<file path="config.mk">
export PLATFORM = sky130hd
export DESIGN_NAME = player_death_ctrl_flat
export DESIGN_NICKNAME = d
export VERILOG_FILES = /design/src/rtl/player_death_if.sv /design/src/rtl/player_death_ctrl.sv /design/src/flat_wrapper.sv
export SDC_FILE = /design/constraint.sdc
export NUM_CORES = 1
export LEC_CHECK = 0
export CORE_AREA = 2 2 61 63
export CTS_CLUSTER_SIZE = 30
export DETAILED_ROUTE_END_ITERATION = 12
export DIE_AREA = 0 0 63 65
export PLACE_DENSITY_LB_ADDON = 0.12
export SYNTH_ARGS = -nofsm -noshare
export SYNTH_HDL_FRONTEND = slang
export SYNTH_SLANG_ARGS = --single-unit
</file>
<file path="constraint.sdc">
create_clock -name sys_clk -period 3.6 [get_ports sys_clk]
set_clock_uncertainty 0.2 [all_clocks]
set_input_delay 0.72 -clock sys_clk [delete_from_list [all_inputs] [get_ports sys_clk]]
set_output_delay 0.72 -clock sys_clk [all_outputs]
set_load 0.01 [all_outputs]
</file>
<file path="src/rtl/player_death_if.sv">
// Bundle between the player death controller and the hazard, motion and render logic.
interface player_death_if #(
    parameter int unsigned N_HAZARD = 4
);
    logic                frame_tick;
    logic [N_HAZARD-1:0] death_in;
    logic [N_HAZARD-1:0] hazard_en;
    logic [9:0]          char_Y;
    logic                start;
    logic                freeze;
    logic                dying;
    logic [9:0]          anim_dy;
    logic                respawn;
    logic [9:0]          spawn_x;
    logic [9:0]          spawn_y;
    logic [2:0]          lives;
    logic                game_over;
    logic                blink;

    // Game/testbench side: drives frame timing, hazard flags and position.
    modport master (
        output frame_tick, death_in, hazard_en, char_Y, start,
        input  freeze, dying, anim_dy, respawn, spawn_x, spawn_y, lives, game_over, blink
    );

    // Controller side.
    modport slave (
        input  frame_tick, death_in, hazard_en, char_Y, start,
        output freeze, dying, anim_dy, respawn, spawn_x, spawn_y, lives, game_over, blink
    );
endinterface

</file>
<file path="src/rtl/player_death_ctrl.sv">
// Player death controller: merges hazard and pit deaths, runs the death animation,
// counts lives and requests respawn / game over.
// Optional feature macro INVULN_EN: adds a post-respawn invulnerability window with
// sprite blinking (pit death still kills during it).
module player_death_ctrl #(
    parameter int unsigned N_HAZARD      = 4,
    parameter int unsigned LIVES_INIT    = 3,
    parameter int unsigned DEATH_FRAMES  = 48,
    parameter logic [9:0]  PIT_Y         = 10'd220,
    parameter logic [9:0]  SPAWN_X       = 10'd20,
    parameter logic [9:0]  SPAWN_Y       = 10'd180,
    parameter int unsigned INVULN_FRAMES = 90
) (
    input logic           sys_clk,
    input logic           RST_N,
    player_death_if.slave bus
);
    localparam int unsigned MAX_FRAMES = (DEATH_FRAMES > INVULN_FRAMES) ? DEATH_FRAMES : INVULN_FRAMES;
    localparam int unsigned CNT_W      = $clog2(MAX_FRAMES + 1);
    localparam logic [CNT_W-1:0] DEATH_LAST  = CNT_W'(DEATH_FRAMES);
    localparam logic [CNT_W-1:0] INVULN_LAST = CNT_W'(INVULN_FRAMES);
    localparam logic [2:0]       LIVES_RST   = 3'(LIVES_INIT);

    typedef enum logic [2:0] {
        ST_ALIVE,
        ST_DYING,
        ST_RESPAWN,
        ST_GAME_OVER,
        ST_INVULN
    } state_t;

    state_t           state_q, state_d;
    logic [CNT_W-1:0] cnt_q, cnt_d, cnt_inc;
    logic [2:0]       lives_q, lives_d;
    logic             freeze_q, freeze_d;
    logic             dying_q, dying_d;
    logic [9:0]       anim_q, anim_d;
    logic             respawn_q, respawn_d;
    logic             game_over_q, game_over_d;
    logic             blink_q, blink_d;
    logic [N_HAZARD-1:0] hz_hit;
    logic             pit;
    logic             hit;
    logic [9:0]       cnt_ext;

    assign hz_hit  = bus.death_in & bus.hazard_en;
    assign pit     = (bus.char_Y >= PIT_Y);
    assign hit     = (|hz_hit) | pit;
    assign cnt_inc = cnt_q + CNT_W'(1);

    // Next-state, counter, lives and next-output logic.
    always_comb begin
        state_d = state_q;
        cnt_d   = cnt_q;
        lives_d = lives_q;
        blink_d = 1'b0;
        case (state_q)
            ST_ALIVE: begin
                if (hit) begin
                    state_d = ST_DYING;
                    cnt_d   = '0;
                end
            end
            ST_DYING: begin
                if (bus.frame_tick) begin
                    cnt_d = cnt_inc;
                    if (cnt_inc == DEATH_LAST) begin
                        cnt_d = '0;
                        if (lives_q <= 3'd1) begin
                            lives_d = 3'd0;
                            state_d = ST_GAME_OVER;
                        end else begin
                            lives_d = lives_q - 3'd1;
                            state_d = ST_RESPAWN;
                        end
                    end
                end
            end
            ST_RESPAWN: begin
                cnt_d = '0;
`ifdef INVULN_EN
                state_d = ST_INVULN;
`else
                state_d = ST_ALIVE;
`endif
            end
            ST_GAME_OVER: begin
                if (bus.start) begin
                    lives_d = LIVES_RST;
                    state_d = ST_RESPAWN;
                end
            end
`ifdef INVULN_EN
            ST_INVULN: begin
                blink_d = blink_q;
                if (pit) begin
                    // Falling into the pit cannot be survived, even while protected.
                    state_d = ST_DYING;
                    cnt_d   = '0;
                    blink_d = 1'b0;
                end else if (bus.frame_tick) begin
                    cnt_d = cnt_inc;
                    if (cnt_inc[1:0] == 2'b00) begin
                        blink_d = ~blink_q;
                    end
                    if (cnt_inc == INVULN_LAST) begin
                        state_d = ST_ALIVE;
                        cnt_d   = '0;
                        blink_d = 1'b0;
                    end
                end
            end
`endif
            default: begin
                state_d = ST_ALIVE;
                cnt_d   = '0;
            end
        endcase

        // Outputs follow the next state so they change together with it.
        freeze_d    = !((state_d == ST_ALIVE) || (state_d == ST_INVULN));
        dying_d     = (state_d == ST_DYING);
        respawn_d   = (state_d == ST_RESPAWN);
        game_over_d = (state_d == ST_GAME_OVER);
        cnt_ext     = 10'(cnt_d);
        // Hop up 2 px per frame for 16 frames, fall back down for 16, then rest.
        if (!dying_d || cnt_ext >= 10'd32) begin
            anim_d = '0;
        end else if (cnt_ext < 10'd16) begin
            anim_d = cnt_ext << 1;
        end else begin
            anim_d = 10'd64 - (cnt_ext << 1);
        end
    end

    // State, counters and registered outputs.
    always_ff @(posedge sys_clk or negedge RST_N) begin
        if (!RST_N) begin
            state_q     <= ST_ALIVE;
            cnt_q       <= '0;
            lives_q     <= LIVES_RST;
            freeze_q    <= 1'b0;
            dying_q     <= 1'b0;
            anim_q      <= '0;
            respawn_q   <= 1'b0;
            game_over_q <= 1'b0;
            blink_q     <= 1'b0;
        end else begin
            state_q     <= state_d;
            cnt_q       <= cnt_d;
            lives_q     <= lives_d;
            freeze_q    <= freeze_d;
            dying_q     <= dying_d;
            anim_q      <= anim_d;
            respawn_q   <= respawn_d;
            game_over_q <= game_over_d;
            blink_q     <= blink_d;
        end
    end

    assign bus.freeze    = freeze_q;
    assign bus.dying     = dying_q;
    assign bus.anim_dy   = anim_q;
    assign bus.respawn   = respawn_q;
    assign bus.spawn_x   = SPAWN_X;
    assign bus.spawn_y   = SPAWN_Y;
    assign bus.lives     = lives_q;
    assign bus.game_over = game_over_q;
    assign bus.blink     = blink_q;
endmodule

</file>
<file path="src/flat_wrapper.sv">
// flat-port wrapper written by rule: the top's interface ports become plain ports
module player_death_ctrl_flat 
#(
    parameter int unsigned N_HAZARD      = 4,
    parameter int unsigned LIVES_INIT    = 3,
    parameter int unsigned DEATH_FRAMES  = 48,
    parameter logic [9:0]  PIT_Y         = 10'd220,
    parameter logic [9:0]  SPAWN_X       = 10'd20,
    parameter logic [9:0]  SPAWN_Y       = 10'd180,
    parameter int unsigned INVULN_FRAMES = 90
)
  (sys_clk, RST_N, bus_frame_tick, bus_death_in, bus_hazard_en, bus_char_Y, bus_start, bus_freeze, bus_dying, bus_anim_dy, bus_respawn, bus_spawn_x, bus_spawn_y, bus_lives, bus_game_over, bus_blink);
  player_death_if #(.N_HAZARD(N_HAZARD)) bus_i ();
  input logic sys_clk;
  input logic RST_N;
  input wire logic [$bits(bus_i.frame_tick)-1:0] bus_frame_tick;
  input wire logic [$bits(bus_i.death_in)-1:0] bus_death_in;
  input wire logic [$bits(bus_i.hazard_en)-1:0] bus_hazard_en;
  input wire logic [$bits(bus_i.char_Y)-1:0] bus_char_Y;
  input wire logic [$bits(bus_i.start)-1:0] bus_start;
  output wire logic [$bits(bus_i.freeze)-1:0] bus_freeze;
  output wire logic [$bits(bus_i.dying)-1:0] bus_dying;
  output wire logic [$bits(bus_i.anim_dy)-1:0] bus_anim_dy;
  output wire logic [$bits(bus_i.respawn)-1:0] bus_respawn;
  output wire logic [$bits(bus_i.spawn_x)-1:0] bus_spawn_x;
  output wire logic [$bits(bus_i.spawn_y)-1:0] bus_spawn_y;
  output wire logic [$bits(bus_i.lives)-1:0] bus_lives;
  output wire logic [$bits(bus_i.game_over)-1:0] bus_game_over;
  output wire logic [$bits(bus_i.blink)-1:0] bus_blink;
  assign bus_i.frame_tick = bus_frame_tick;
  assign bus_i.death_in = bus_death_in;
  assign bus_i.hazard_en = bus_hazard_en;
  assign bus_i.char_Y = bus_char_Y;
  assign bus_i.start = bus_start;
  assign bus_freeze = bus_i.freeze;
  assign bus_dying = bus_i.dying;
  assign bus_anim_dy = bus_i.anim_dy;
  assign bus_respawn = bus_i.respawn;
  assign bus_spawn_x = bus_i.spawn_x;
  assign bus_spawn_y = bus_i.spawn_y;
  assign bus_lives = bus_i.lives;
  assign bus_game_over = bus_i.game_over;
  assign bus_blink = bus_i.blink;
  player_death_ctrl #(.N_HAZARD(N_HAZARD), .LIVES_INIT(LIVES_INIT), .DEATH_FRAMES(DEATH_FRAMES), .PIT_Y(PIT_Y), .SPAWN_X(SPAWN_X), .SPAWN_Y(SPAWN_Y), .INVULN_FRAMES(INVULN_FRAMES)) u_core (.sys_clk(sys_clk), .RST_N(RST_N), .bus(bus_i));
endmodule
</file>
==> flow_summary_export.csv <==
group,metric,value,unit
synthesis,synth-seq-area-share,42.2,%
clock_tree,clk_path_buf_depth,2,
timing,rsz0062_at_grt,"false",
placement,io_buffers,35,
die,die_y,65,um
clock_tree,clkTransAtPathRegs,0.13,ns
clock_tree,cts_max_level,1,
route,drcViolationCount,0,
critical_path,crit_fanout,6,
worst_hold_path,hp-start,"u_core.bus.lives[0]",
worst_hold_path,hold_path_class,"register to register",
finish,finalInstanceArea,1840,sq um
die,die_x,63,um
clock_tree,cts_buffers,3,
critical_path,r2r-start,"u_core.state_q[1]",
placement,place_area,1810,sq um
die,core_area,3500,sq um
grt,grt_pass1_wl,5100,um
die,core.rowCount,22,
finish,areaGrowthSynthToFinish,23.3,%
grt,overflow,0,
finish,drive_gt1_share,6.63,%
route,drt_wl_total,2940,um
power,p_leak,0.000844,uW
clock_tree,clk-insertion-delay-late,0.32,ns
timing,slew_headroom,65.5,%
clock_tree,cts_tree,"built",
die,start_util,42.6,%
route,via_per_inst,4.90,
clock_tree,clock_sinks,25,
power,vdd_ir_drop_max,96.7,uV
critical_path,required,3.65,ns
worst_hold_path,worstHoldPathCells,2,
timing,period_share,79.9,%
synthesis,synth-edff-count,0,
synthesis,async_reset_ff_share,100,%
synthesis,synth_seq_cells,25,
critical_path,start_kind,"input port",
finish,fin_nets,223,
job,cap_violations,0,
synthesis,synthFlopType,"dfrtp_1",
route,dr_total_vias,1196,
grt,grt_pass1_vias,1161,
route,ant_nets,0,
clock_tree,post_cts_buffers,0,
critical_path,worst-r2r-cell-count,7,
die,boundaryPins,60,
critical_path,critPathKind,"input port to register",
clock_tree,hold_buffers,0,
grt,antenna_found_initial,0,
timing,fmax,348,MHz
placement,gp_congestion,0.810,
route,first_iter_violations,37,
timing,tightest_slew,0.517,ns
timing,setup-violations-final,0,
timing,maxSlewViolCount,0,
route,routedWlPerCell,12.1,um
power,power_density,283,nW/um^2
placement,hpwl,2320,um
route,dr.pass1.iters,4,
synthesis,postSynthAreaPerCell,9.48,sq um
critical_path,endpoint_kind,"register",
die,dieArea,4100,sq um
finish,layout_commonest_cell,"clkdlybuf4s50_1",
grt,grt_usage,16.0,%
clock_tree,cts_resized,0,
synthesis,syn-cell-area,1490,sq um
status,outcome,"complete, no violations",
finish,mostFrequentLayoutCells,"clkdlybuf4s50_1 (35), conb_1 (26), dfrtp_1 (23)",
timing,tns,0,ns
grt,grt_max_degree,26,
synthesis,synthCells,157,
critical_path,reg2reg_slack,1.09,ns
finish,diodes,0,
worst_hold_path,hold_end,"u_core.bus.lives[0]",
timing,hold_viol,0,
timing,layout_min_cycle_time,2.88,ns
clock_tree,clockRootBuffer,"clkbuf_4",
critical_path,reg2reg_to,"u_core.bus.anim_dy[3]",
critical_path,arrival,2.92,ns
synthesis,ys_types,46,
synthesis,synth_warnings,0,
==> through the flow <==
step / hold WS [ns] / instances / power, uW / setup WS, ns / utilization [%]
after floorplan: 0.224 / 181 / 365 / 1.05 / -
after global placement: 0.323 / 240 / 395 / 0.456 / 51.8
after detailed placement: 0.337 / 240 / 397 / 0.310 / 51.8
after CTS: 0.356 / 244 / 524 / 0.642 / 52.5
after global routing: 0.400 / 244 / 550 / 0.476 / 52.5
final: 0.351 / 244 / 519 / 0.722 / 52.5
==> logic make-up (layout without fill, tap and decap cells) <==
kind of cell,count (synthesis),after routing,share of synthesized area [%]
other cells,2,26,0.504
xor+xnor,1,1,0.588
flops,25,25,42.2
buf+inv,34,49,15.1
compound gates,45,45,20.0
fa+ha+maj,4,4,3.36
simple gates,46,46,18.2
==> how the worst max path moves through the flow <==
stage	startpoint	cells past startpoint	slack (ns)	to
floorplan	bus_death_in[0]	8	1.05	u_core.bus.anim_dy[3]
global placement	bus_death_in[0]	9	0.46	u_core.bus.anim_dy[3]
detailed placement	bus_death_in[0]	8	0.31	u_core.bus.anim_dy[3]
CTS	bus_death_in[0]	8	0.64	u_core.bus.anim_dy[3]
global route	bus_death_in[0]	8	0.48	u_core.bus.anim_dy[3]
finish	bus_death_in[0]	9	0.72	u_core.bus.anim_dy[3]
==> power breakdown <==
group	internal (uW)	switching [uW]
sequential	290	5.74
clock	43.5	85.0
combinational	44.6	50.2
total	378	141
==> layer usage <==
metal  GRT usage, %  share of wire [%]
met2           26.6                 49
met4           9.17                2.3
met5              0                  0
met3           2.60                6.7
met1           19.6                 42
==> final cells by class <==
cell class | instances | area (sq um)
Timing Repair Buffer | 37 | 365
Tap cell | 48 | 60.1
Inverter | 8 | 30.0
Sequential cell | 25 | 628
Clock buffer | 4 | 26.3
Multi-Input combinational cell | 122 | 726
Fill cell | 362 | 1660
==> critical path, stage by stage <==
cell and delay, ns:
clkdlybuf4s50_1 0.41, a222oi_1 0.34, o211ai_1 0.17, o22ai_1 0.45
a32o_1 0.21, inv_1 0.06, ha_1 0.21, o21a_1 0.19
nor3_1 0.16
==> registers in the layout, summed over array words and instances (netlist names) <==
name	flops
u_core.bus.anim_dy	8
u_core.bus.dying	1
u_core.bus.freeze	1
u_core.bus.game_over	1
u_core.bus.lives	3
u_core.bus.respawn	1
u_core.cnt_q	7
u_core.state_q	3
==> synthesized netlist by cell type, types with 2 or more instances <==
cell	instances	share of area (%)
nor2_1	9	2.3
and2_1	3	1.3
nand2b_1	3	1.3
nand3_1	3	1.0
nor2b_1	2	0.84
dfstp_2	2	3.5
nand2_1	9	2.3
o211ai_1	2	1.0
nor3_1	3	1.0
a21o_1	3	1.5
a211oi_1	2	1.0
o31ai_1	2	1.0
nand3b_1	2	1.0
conb_1	2	0.50
dfrtp_1	23	39
ha_1	4	3.4
a21oi_1	12	4.0
buf_4	24	12
o21ai_0	10	3.4
or3_1	3	1.3
inv_1	8	2.0
or2_2	2	0.84
(Power assumes the default switching activity.)
